==> src/rtl/opgen_stage.sv <==
// Multi-issue op-generation stage: per-way MIPS32 decode into a DEPTH-entry packet FIFO.
// Define OPGEN_SPECIAL2_EN to build SPECIAL2 (MADD/MUL/CLZ...) decode; otherwise SPECIAL2 is reserved.
package opgen_pkg;
   typedef enum logic [5:0] {
      OP_NOP   = 6'd0,  OP_ADD   = 6'd1,  OP_SUB   = 6'd2,  OP_SLT   = 6'd3,
      OP_SLTU  = 6'd4,  OP_AND   = 6'd5,  OP_OR    = 6'd6,  OP_NOR   = 6'd7,
      OP_XOR   = 6'd8,  OP_SLL   = 6'd9,  OP_SRA   = 6'd10, OP_SRL   = 6'd11,
      OP_MOVZ  = 6'd12, OP_MOVN  = 6'd13, OP_DIV   = 6'd14, OP_DIVU  = 6'd15,
      OP_MULT  = 6'd16, OP_MULTU = 6'd17, OP_JR    = 6'd18, OP_MADD  = 6'd19,
      OP_MADDU = 6'd20, OP_MSUB  = 6'd21, OP_MSUBU = 6'd22, OP_MUL   = 6'd23,
      OP_CLZ   = 6'd24, OP_CLO   = 6'd25, OP_BLTZ  = 6'd26, OP_BGEZ  = 6'd27,
      OP_BEQ   = 6'd28, OP_BNE   = 6'd29, OP_BGTZ  = 6'd30, OP_BLEZ  = 6'd31,
      OP_J     = 6'd32, OP_MEM   = 6'd33
   } opgen_e;

   typedef enum logic [2:0] {
      UNIT_NONE = 3'd0, UNIT_ALU = 3'd1, UNIT_MDU = 3'd2,
      UNIT_BRU  = 3'd3, UNIT_LSU = 3'd4, UNIT_CP0 = 3'd5
   } unit_e;

   typedef struct packed {
      opgen_e op;
      unit_e  unit;
      logic   ri;
   } dec_t;
endpackage

module opgen_stage
   import opgen_pkg::*;
#(
   parameter int unsigned WAYS        = 2,
   parameter int unsigned DEPTH       = 4,
   parameter int unsigned OPGEN_WIDTH = 6
) (
   input  logic                        clk,
   input  logic                        rst,
   input  logic                        flush,
   input  logic                        in_valid,
   output logic                        in_ready,
   input  logic [32*WAYS-1:0]          in_inst,
   input  logic [WAYS-1:0]             in_mask,
   input  logic [31:0]                 in_pc,
   output logic                        out_valid,
   input  logic                        out_ready,
   output logic [OPGEN_WIDTH*WAYS-1:0] out_opgen,
   output logic [3*WAYS-1:0]           out_unit,
   output logic [WAYS-1:0]             out_ri,
   output logic [WAYS-1:0]             out_mask,
   output logic [31:0]                 out_pc
);

   localparam int unsigned AW   = $clog2(DEPTH);
   localparam logic [AW:0]  FULL = (AW+1)'(DEPTH);

   typedef struct packed {
      logic [OPGEN_WIDTH*WAYS-1:0] opgen;
      logic [3*WAYS-1:0]           unit;
      logic [WAYS-1:0]             ri;
      logic [WAYS-1:0]             mask;
      logic [31:0]                 pc;
   } pkt_t;

   function automatic dec_t mk(input opgen_e op, input unit_e unit, input logic ri);
      dec_t d;
      d.op   = op;
      d.unit = unit;
      d.ri   = ri;
      return d;
   endfunction

   function automatic dec_t decode(input logic [31:0] inst);
      logic [5:0] opc;
      logic [5:0] fn;
      logic [4:0] rs;
      logic [4:0] rt;
      dec_t       d;
      opc = inst[31:26];
      rs  = inst[25:21];
      rt  = inst[20:16];
      fn  = inst[5:0];
      d   = mk(OP_NOP, UNIT_NONE, 1'b1);
      case (opc)
         6'h00: begin
            case (fn)
               6'h20, 6'h21: d = mk(OP_ADD,   UNIT_ALU,  1'b0);
               6'h22, 6'h23: d = mk(OP_SUB,   UNIT_ALU,  1'b0);
               6'h2A:        d = mk(OP_SLT,   UNIT_ALU,  1'b0);
               6'h2B:        d = mk(OP_SLTU,  UNIT_ALU,  1'b0);
               6'h24:        d = mk(OP_AND,   UNIT_ALU,  1'b0);
               6'h25:        d = mk(OP_OR,    UNIT_ALU,  1'b0);
               6'h27:        d = mk(OP_NOR,   UNIT_ALU,  1'b0);
               6'h26:        d = mk(OP_XOR,   UNIT_ALU,  1'b0);
               6'h00, 6'h04: d = mk(OP_SLL,   UNIT_ALU,  1'b0);
               6'h03, 6'h07: d = mk(OP_SRA,   UNIT_ALU,  1'b0);
               6'h02, 6'h06: d = mk(OP_SRL,   UNIT_ALU,  1'b0);
               6'h0A:        d = mk(OP_MOVZ,  UNIT_ALU,  1'b0);
               6'h0B:        d = mk(OP_MOVN,  UNIT_ALU,  1'b0);
               6'h1A:        d = mk(OP_DIV,   UNIT_MDU,  1'b0);
               6'h1B:        d = mk(OP_DIVU,  UNIT_MDU,  1'b0);
               6'h18:        d = mk(OP_MULT,  UNIT_MDU,  1'b0);
               6'h19:        d = mk(OP_MULTU, UNIT_MDU,  1'b0);
               // HI/LO moves are plain register copies executed in the MDU
               6'h10, 6'h11, 6'h12, 6'h13: d = mk(OP_OR, UNIT_MDU, 1'b0);
               6'h08, 6'h09: d = mk(OP_JR,    UNIT_BRU,  1'b0);
               6'h0C, 6'h0D: d = mk(OP_NOP,   UNIT_NONE, 1'b0);
               default: ;
            endcase
         end
         6'h01: begin
            case (rt)
               5'h00, 5'h10: d = mk(OP_BLTZ, UNIT_BRU, 1'b0);
               5'h01, 5'h11: d = mk(OP_BGEZ, UNIT_BRU, 1'b0);
               default: ;
            endcase
         end
         6'h02, 6'h03: d = mk(OP_J,    UNIT_BRU, 1'b0);
         6'h04:        d = mk(OP_BEQ,  UNIT_BRU, 1'b0);
         6'h05:        d = mk(OP_BNE,  UNIT_BRU, 1'b0);
         6'h06:        d = mk(OP_BLEZ, UNIT_BRU, 1'b0);
         6'h07:        d = mk(OP_BGTZ, UNIT_BRU, 1'b0);
         6'h08, 6'h09: d = mk(OP_ADD,  UNIT_ALU, 1'b0);
         6'h0A:        d = mk(OP_SLT,  UNIT_ALU, 1'b0);
         6'h0B:        d = mk(OP_SLTU, UNIT_ALU, 1'b0);
         6'h0C:        d = mk(OP_AND,  UNIT_ALU, 1'b0);
         6'h0D, 6'h0F: d = mk(OP_OR,   UNIT_ALU, 1'b0);
         6'h0E:        d = mk(OP_XOR,  UNIT_ALU, 1'b0);
         6'h10: begin
            if (rs == 5'h00 || rs == 5'h04)
               d = mk(OP_OR, UNIT_CP0, 1'b0);
            else if (rs[4] && fn == 6'h18)
               d = mk(OP_NOP, UNIT_CP0, 1'b0);
         end
`ifdef OPGEN_SPECIAL2_EN
         6'h1C: begin
            case (fn)
               6'h00: d = mk(OP_MADD,  UNIT_MDU, 1'b0);
               6'h01: d = mk(OP_MADDU, UNIT_MDU, 1'b0);
               6'h02: d = mk(OP_MUL,   UNIT_MDU, 1'b0);
               6'h04: d = mk(OP_MSUB,  UNIT_MDU, 1'b0);
               6'h05: d = mk(OP_MSUBU, UNIT_MDU, 1'b0);
               6'h20: d = mk(OP_CLZ,   UNIT_ALU, 1'b0);
               6'h21: d = mk(OP_CLO,   UNIT_ALU, 1'b0);
               default: ;
            endcase
         end
`endif
         6'h20, 6'h21, 6'h23, 6'h24, 6'h25, 6'h28, 6'h29, 6'h2B:
            d = mk(OP_MEM, UNIT_LSU, 1'b0);
         default: ;
      endcase
      return d;
   endfunction

   pkt_t          push_pkt;
   pkt_t          mem_q [DEPTH];
   logic [AW:0]   count_q, count_d;
   logic [AW-1:0] head_q, head_d;
   logic [AW-1:0] tail_q, tail_d;
   logic          push, pop;

   always_comb begin
      push_pkt      = '0;
      push_pkt.mask = in_mask;
      push_pkt.pc   = in_pc;
      for (int unsigned w = 0; w < WAYS; w++) begin
         dec_t dec;
         dec = in_mask[w] ? decode(in_inst[32*w +: 32]) : mk(OP_NOP, UNIT_NONE, 1'b0);
         push_pkt.opgen[OPGEN_WIDTH*w +: OPGEN_WIDTH] = OPGEN_WIDTH'(dec.op);
         push_pkt.unit[3*w +: 3]                      = dec.unit;
         push_pkt.ri[w]                               = dec.ri;
      end
   end

   assign in_ready  = (count_q != FULL);
   assign out_valid = (count_q != '0);
   assign push      = in_valid & in_ready;
   assign pop       = out_valid & out_ready;

   always_comb begin
      count_d = count_q;
      head_d  = head_q;
      tail_d  = tail_q;
      if (flush) begin
         count_d = '0;
         head_d  = '0;
         tail_d  = '0;
      end else begin
         if (push && !pop)
            count_d = count_q + 1'b1;
         else if (pop && !push)
            count_d = count_q - 1'b1;
         if (push)
            tail_d = tail_q + 1'b1;
         if (pop)
            head_d = head_q + 1'b1;
      end
   end

   always_ff @(posedge clk or negedge rst) begin
      if (!rst) begin
         count_q <= '0;
         head_q  <= '0;
         tail_q  <= '0;
      end else begin
         count_q <= count_d;
         head_q  <= head_d;
         tail_q  <= tail_d;
      end
   end

   always_ff @(posedge clk) begin
      if (push && !flush)
         mem_q[tail_q] <= push_pkt;
   end

   // Outputs gated by the live count so an async reset blanks them at once (OP_NOP is all-zero).
   always_comb begin
      out_opgen = '0;
      out_unit  = '0;
      out_ri    = '0;
      out_mask  = '0;
      out_pc    = '0;
      if (out_valid) begin
         out_opgen = mem_q[head_q].opgen;
         out_unit  = mem_q[head_q].unit;
         out_ri    = mem_q[head_q].ri;
         out_mask  = mem_q[head_q].mask;
         out_pc    = mem_q[head_q].pc;
      end
   end

endmodule

==> config.mk <==
export PLATFORM = sky130hd
export DESIGN_NAME = opgen_stage
export DESIGN_NICKNAME = d
export VERILOG_FILES = /design/src/rtl/opgen_stage.sv
export SDC_FILE = /design/constraint.sdc
export NUM_CORES = 1
export LEC_CHECK = 0
export BUFFER_PORTS_ARGS = -buffer_cell sky130_fd_sc_hd__buf_2
export CAP_MARGIN = 10
export CORE_MARGIN = 3
export CORE_UTILIZATION = 51
export CTS_CLUSTER_DIAMETER = 80
export DETAILED_ROUTE_END_ITERATION = 10
export GPL_TIMING_DRIVEN = 0
export PLACE_DENSITY = 0.8
export RECOVER_POWER = 50
export SLEW_MARGIN = 20
export SYNTH_ARGS = -nofsm -noshare
export SYNTH_HDL_FRONTEND = slang
export SYNTH_SLANG_ARGS = --single-unit
==> constraint.sdc <==
create_clock -name clk -period 2.4 [get_ports clk]
set_input_delay 0.12 -clock clk [delete_from_list [all_inputs] [get_ports clk]]
set_output_delay 0.12 -clock clk [all_outputs]
set_load 0.03 [all_outputs]
==> results.md, run 1 <==
- Outcome: completed
- Compound-cell area share of the yosys netlist: 0.0679
- Post-Route WL: a little over 20,000 um
- Clock Latency Late Sink: 0.50 ns
- Worst-path clk slew: 0.06 ns
- Tmin final: ~2.3 ns
- Fillers: about 1.4k
- I/O pin total: about 160
- Combinational power share: 0.355
- CP Class: reg -> out
- Post-DP HPWL: approximately 13,000 um
- Simple-gate area share of the yosys netlist: 0.111
- Register area: roughly 6700 um2
- Slew Viols, Final: 0
- Setup violations, final: 0
- Clock Skew: 0.0108 ns
- GP Congestion: approximately 0.86
- Distinct cells, synth: 72
- Top cell by count, worst path: buf_6
- Final Hold Viols: 0
- H-tree depth: 1
- Drt pass-1 iters: 5
- Post-synthesis sequential area ratio: 0.663
- Final #Nets: a little over 900
- Pin count of the biggest net entering global routing: 55
- Final period util: 0.949
- Area of the multi-input gates: between 3000 and 4000 um2
- Yosys reg bits: 223
- First-pass GRT wire length: roughly 33,000 um
- Max-cap violations: 0
- Predominant post-synthesis flop cell: edfxtp_1
- Detailed-route via count: a little over 6k
- Synth Area in Adders: 0.00697
- P_int: between 7 and 8 mW
- Slowest stage delay, CP: ~0.5 ns
- Deepest clock path buffer count: 3
- Post-DRT Antenna Nets: 0
- Area growth syn-to-layout: 19.8%
- CTS root buf: clkbuf_16
- Worst min path class: in -> reg
- Vias in the first global route: about 6.2k
- Syn Nets: roughly 740
- Rel. slew slack: 0.418
- Total GRT Usage: 0.189
- Fin util: 0.633
- Antenna cells: 0
- Leak: roughly 4.1 nW
- Slowest-stage cell, CP: mux4_2
- Largest family of logic cells by synthesized area: multiplexers
- Setup TNS: 0 ns
- Switching Fraction: 0.334
- Area of the mapped netlist: roughly 10,000 um2
- Input/output buffers: about 130
- Critical Path RT: about 2.3 ns
- Post-synthesis average cell area: between 15 and 20 um2
- Synth warnings: 0
- CTS Buf Count: 21
- DR iter-0 viols: a little under 400
- CTS sink cnt: 223
- Die area: about 21,000 um2
- VDD IR max: roughly 0.44 mV
- Width of the die: approximately 150 um
- Starting Density: 0.528
- PD cells: about 970 nW/um2
- EDFF count, synth: between 200 and 250
- DR vias/cell: 5.60
- Crit. End Element: output pin
- Grt ovf: 0
- Fmax achieved: 0.439 GHz
- Worst-path fanout max: 10
- Placed cell count: 1,019
- WP data arrival: roughly 2.2 ns
- Hold slack: 0.199 ns
- CP cell instances: buf_6 -> buf_6 -> mux4_2 -> and2_1 -> buf_2
- FFs w/ async S/R, synth: 0.0314
- WP buf/inv: 3
- Initial antenna violation count: 0
- Synth top area share: 0.645
- WL/cell: between 15 and 20 um
- Row count: 50
- Die Ht: roughly 150 um
- Most frequent cell after synthesis: edfxtp_1
- Core ar.: 19,000 um2
- CTS tree: yes
- RSZ-0062 raised after global routing: false
- Largest delay share family, worst path: buffers and inverters
- Area leader, netlist: edfxtp_1
- DR DRC count: 0
- Clk pwr share: 0.251
- Mapped Cells: about 630
- Post-Layout Cell Count: 1,095
- Proportion of layout cells with a drive suffix above 1: 0.260
- Switching pwr: 3.92 mW
- Slew @ Worst Pin: 0.863 ns
- Mux cell area share after synthesis: 0.124
- Flop pwr share: 0.394
- XOR/XNOR share of the synthesized area: 0.00436
- Synth top cells by count: 216 x edfxtp_1, 60 x and2_1, 54 x mux4_2
- Startpoint Class: register
- Synth area leaders: edfxtp_1 65%, mux4_2 12%, and2_1 3.7%
==> routing by layer <==
metal  up-vias  wire length, um  track usage
li1       2876                -            -
met1      3026             8490        0.253
met2       205            10400        0.331
met3        21             1180       0.0326
met4         0              231       0.0405
met5         -                0            0
==> tightest hold or removal path: stages <==
cell,delay [ns]
buf_2,0.17
o21a_1,0.14
nor2_1,0.08
==> power groups by stage <==
| stage | clock network, mW | registers [mW] | logic [mW] |
|---|---|---|---|
| 6_report | 2.94 | 4.62 | 4.16 |
| 2_1_floorplan | 0 | 4.67 | 2.96 |
| 3_3_place_gp | 0 | 4.68 | 4.04 |
| 4_1_cts | 3.01 | 4.62 | 4.21 |
| 3_5_place_dp | 0 | 4.69 | 4.11 |
| 5_1_grt | 3.16 | 4.65 | 4.48 |
==> state kept, by name (all words and copies together), names as in the netlist <==
signal / count
mem_q: 216
count_q: 3
tail_q: 2
head_q: 2
==> layout make-up <==
cell class	count	area share
inverter	11	0.00343
multi-input combinational	351	0.260
tap	260	0.0270
clock buffer	31	0.0476
sequential	223	0.553
clock inverter	6	0.00260
timing repair buffer	170	0.0866
buffer	43	0.0190
==> kinds of logic (layout without fill, tap and decap cells) <==
group	count (synthesis)	after routing
DFF	223	223
adders and majority gates	5	5
xor gates and xnor gates	5	5
buffers and inverters	55	261
muxes	57	57
and+or+nand+nor	183	183
AOI/OAI and AO/OA	101	101
==> final timing paths <==
| path | endpoint | from | cells after the start | slack, ns |
|---|---|---|---|---|
| setup / recovery | out_pc[22] | head_q[0] | 5 | 0.12 |
| hold / removal | mem_q[0][41] | in_inst[62] | 3 | 0.20 |
| setup reg to reg | mem_q[3][30] | count_q[2] | 5 | 0.25 |
| hold reg to reg | tail_q[1] | tail_q[1] | 2 | 0.58 |
| max in group asynchronous | head_q[1] | rst | 3 | 1.57 |
| min in group asynchronous | tail_q[1] | rst | 3 | 0.57 |
==> placed cells by master (no fill, tap or decap), types with 3 or more instances in the layout <==
cell	synthesis	final
inv_1	11	11
nor3_1	8	9
clkbuf_2	0	4
nand2b_1	6	6
o22ai_1	5	5
edfxtp_1	216	216
and2_1	60	56
a21oi_1	29	29
buf_6	1	6
and2_4	1	5
o21ai_0	8	11
o21ai_1	8	7
clkbuf_16	0	21
ha_1	4	4
dlygate4sd3_1	0	40
nor2_1	27	27
nor2b_1	9	9
o21a_1	4	4
a31oi_1	9	9
or4_1	3	3
dfrtp_1	7	6
or4b_1	3	3
mux4_2	54	54
and4b_1	3	3
a211oi_1	4	4
clkbuf_1	25	65
xor2_1	3	3
buf_2	14	105
o31ai_1	8	8
nand3_1	9	9
clkinv_2	0	3
nor4_1	5	5
nand2_1	19	19
nand3b_1	5	5
==> timing repair <==
item | in CTS | in global routing
gates resized for setup | 12 | 12
setup endpoints to repair | 49 | 47
hold buffers | 40 | 0
buffers inserted | 0 | 0
endpoints found under the hold margin | 148 | 0
==> stage by stage <==
| stage | total power, mW | cell area [um2] | setup slack (ns) |
|---|---|---|---|
| 3_3_place_gp | 8.73 | 11000 | -0.190 |
| 2_1_floorplan | 7.62 | 10100 | 0.229 |
| 6_report | 11.7 | 12000 | 0.123 |
| 3_5_place_dp | 8.80 | 11100 | 0.129 |
| 4_1_cts | 11.8 | 12100 | -0.0213 |
| 5_1_grt | 12.3 | 12000 | 0.00238 |
Note: power is estimated with default switching activity, not from simulation.
==> inputs of run 2 (changes only) <==
--- a/config.mk
+++ b/config.mk
@@ -8,11 +8,11 @@
 export BUFFER_PORTS_ARGS = -buffer_cell sky130_fd_sc_hd__buf_2
 export CAP_MARGIN = 10
 export CORE_MARGIN = 3
-export CORE_UTILIZATION = 51
+export CORE_UTILIZATION = 50
 export CTS_CLUSTER_DIAMETER = 80
 export DETAILED_ROUTE_END_ITERATION = 10
 export GPL_TIMING_DRIVEN = 0
-export PLACE_DENSITY = 0.8
+export PLACE_DENSITY = 0.79
 export RECOVER_POWER = 50
 export SLEW_MARGIN = 20
 export SYNTH_ARGS = -nofsm -noshare
==> results.md, run 2 (synthesis gave the netlist of run 1 again) <==
- Area growth syn-to-layout: 20.3%
- Die area: between 20,000 and 25,000 um2
- Clock Skew: 0.00609 ns
- I/O pin total: 159
- Width of the die: about 150 um
- Top cell by count, worst path: buf_6
- Critical Path RT: about 2.3 ns
- Final period util: 0.958
- Worst-path clk slew: around 0.060 ns
- WP data arrival: 2.18 ns
- Worst-path fanout max: 10
- Starting Density: 0.513
- Max-cap violations: 0
- GP Congestion: around 0.89
- Drt pass-1 iters: 5
- Setup violations, final: 0
- Detailed-route via count: approximately 6.2k
- FF-to-FF setup slack: between 0.15 and 0.2 ns
- Antenna cells: 0
- Final #Nets: ~930
- Setup bufs post-CTS: 0
- Proportion of layout cells with a drive suffix above 1: 0.260
- R2r endpoint: mem_q[2][32]
- Hold EP: head_q[0]
- DR iter-0 viols: between 300 and 400
- H-tree depth: 1
- Startpoint Class: register
- Slowest-stage cell, CP: mux4_2
- Slew Viols, Final: 0
- Hold Path Depth: 4
- Clock Latency Late Sink: approximately 0.48 ns
- Initial antenna violation count: 0
- Biggest register: mem_q
- Core ar.: slightly below 20,000 um2
- CTS root buf: clkbuf_16
- DR DRC count: 0
- Leak: around 4 nW
- Row count: 51
- R2r startpoint: count_q[2]
- DR vias/cell: 5.59
- PD cells: 965 nW/um2
- Largest regs: mem_q: 216 flops, count_q: 3 flops
- Placed cell count: approximately 1.0k
- Worst min path class: in -> reg
- Worst Hold Launch: out_ready
- Tmin final: 2.30 ns
- Post-Route WL: about 20,000 um
- Post-DP HPWL: between 10,000 and 15,000 um
- CTS sink cnt: around 220
- CTS tree: yes
- Crit. End Element: output pin
- Post-DRT Antenna Nets: 0
- Vias in the first global route: around 6.2k
- Rel. slew slack: 0.398
- Input/output buffers: approximately 130
- Deepest clock path buffer count: 3
- WL/cell: ~18 um
- Slew @ Worst Pin: between 0.8 and 0.9 ns
- Final Hold Viols: 0
- Most common cell after layout, fill and taps aside: edfxtp_1
- Slowest stage delay, CP: between 0.5 and 0.6 ns
- CP Class: reg -> out
- Max reg flops: about 220
- Total GRT Usage: 0.187
- WP buf/inv: 3
- R2R depth: 6
- Most frequent cells in the layout: 216 x edfxtp_1, 102 x buf_2, 61 x clkbuf_1, 56 x and2_1, 54 x mux4_2
- Outcome: completed
- Post-Layout Cell Count: 1,101
- Grt ovf: 0
- Largest delay share family, worst path: buffers and inverters
- CTS Buf Count: 21
- Fin util: 0.617
- VDD IR max: roughly 0.48 mV
- CP cell instances: buf_6 -> buf_6 -> mux4_2 -> and2_1 -> buf_2
- First-pass GRT wire length: 32,500 um
- Die Ht: about 150 um
- Fmax achieved: around 0.44 GHz
- Pin count of the biggest net entering global routing: 50
## run 2: cell types whose count changed in the layout (fill, tap and decap cells not counted), moves of 2 or more
cell | before | now
buf_2 | 105 | 102
clkbuf_1 | 65 | 61
buf_16 | 1 | 3
clkinv_2 | 3 | 5
clkinv_1 | 2 | 6
## run 2: power by group
group	switching (mW)	internal, mW	total (mW)
clock	1.29	1.60	2.89
combinational	2.51	1.63	4.14
sequential	0.0932	4.53	4.62
## run 2: metal layers
metal / vias to the layer above / wire, um / track usage
met5: - / 0 / 0
met4: 0 / 340 / 0.0415
met3: 27 / 1600 / 0.0383
met2: 218 / 10100 / 0.324
met1: 3026 / 8210 / 0.246
li1: 2879 / - / -
## run 2: through the flow
stage | hold WS, ns | setup TNS [ns] | setup WS (ns) | power [mW] | instance area, um2
after floorplan | -0.176 | 0 | 0.229 | 7.62 | 10100
after global placement | -0.0375 | -38.76 | -0.197 | 8.73 | 11000
after detailed placement | -0.0326 | 0 | 0.147 | 8.80 | 11100
after CTS | 0.0519 | -0.543 | -0.0433 | 11.8 | 12100
after global routing | 0.0844 | -0.00431 | -0.00431 | 12.3 | 12100
final | 0.0602 | 0 | 0.101 | 11.7 | 12100
## run 2: layout make-up
class,instances,area [um2]
clock buffers,24,537
inverters,11,41.3
repair buffers,172,1100
fillers,1471,7500
well taps,265,332
multi-input cells,351,3140
plain buffers,43,226
clock inverters,12,56.3
flip-flops and latches,223,6660
## run 2: how the worst max path moves through the flow
stage	from	end	slack [ns]	cells past startpoint
floorplan	count_q[2]	mem_q[0][0]	0.23	5
global placement	count_q[2]	mem_q[0][32]	-0.20	5
detailed placement	head_q[1]	out_opgen[2]	0.15	5
CTS	head_q[0]	out_pc[20]	-0.04	5
global route	head_q[0]	out_opgen[3]	-0.004	5
finish	head_q[0]	out_pc[20]	0.10	5
## run 2: timing repair
| item | 4_1_cts | 5_1_grt |
|---|---|---|
| resized for setup | 11 | 11 |
| hold endpoints to repair | 149 | 0 |
| hold buffers | 40 | 0 |
| setup endpoints to repair | 49 | 38 |
## run 2: worst min-delay path, cell delays in order
cell     delay [ns]
buf_2          0.11
o31ai_1        0.11
xor2_1         0.08
nor2_1         0.08
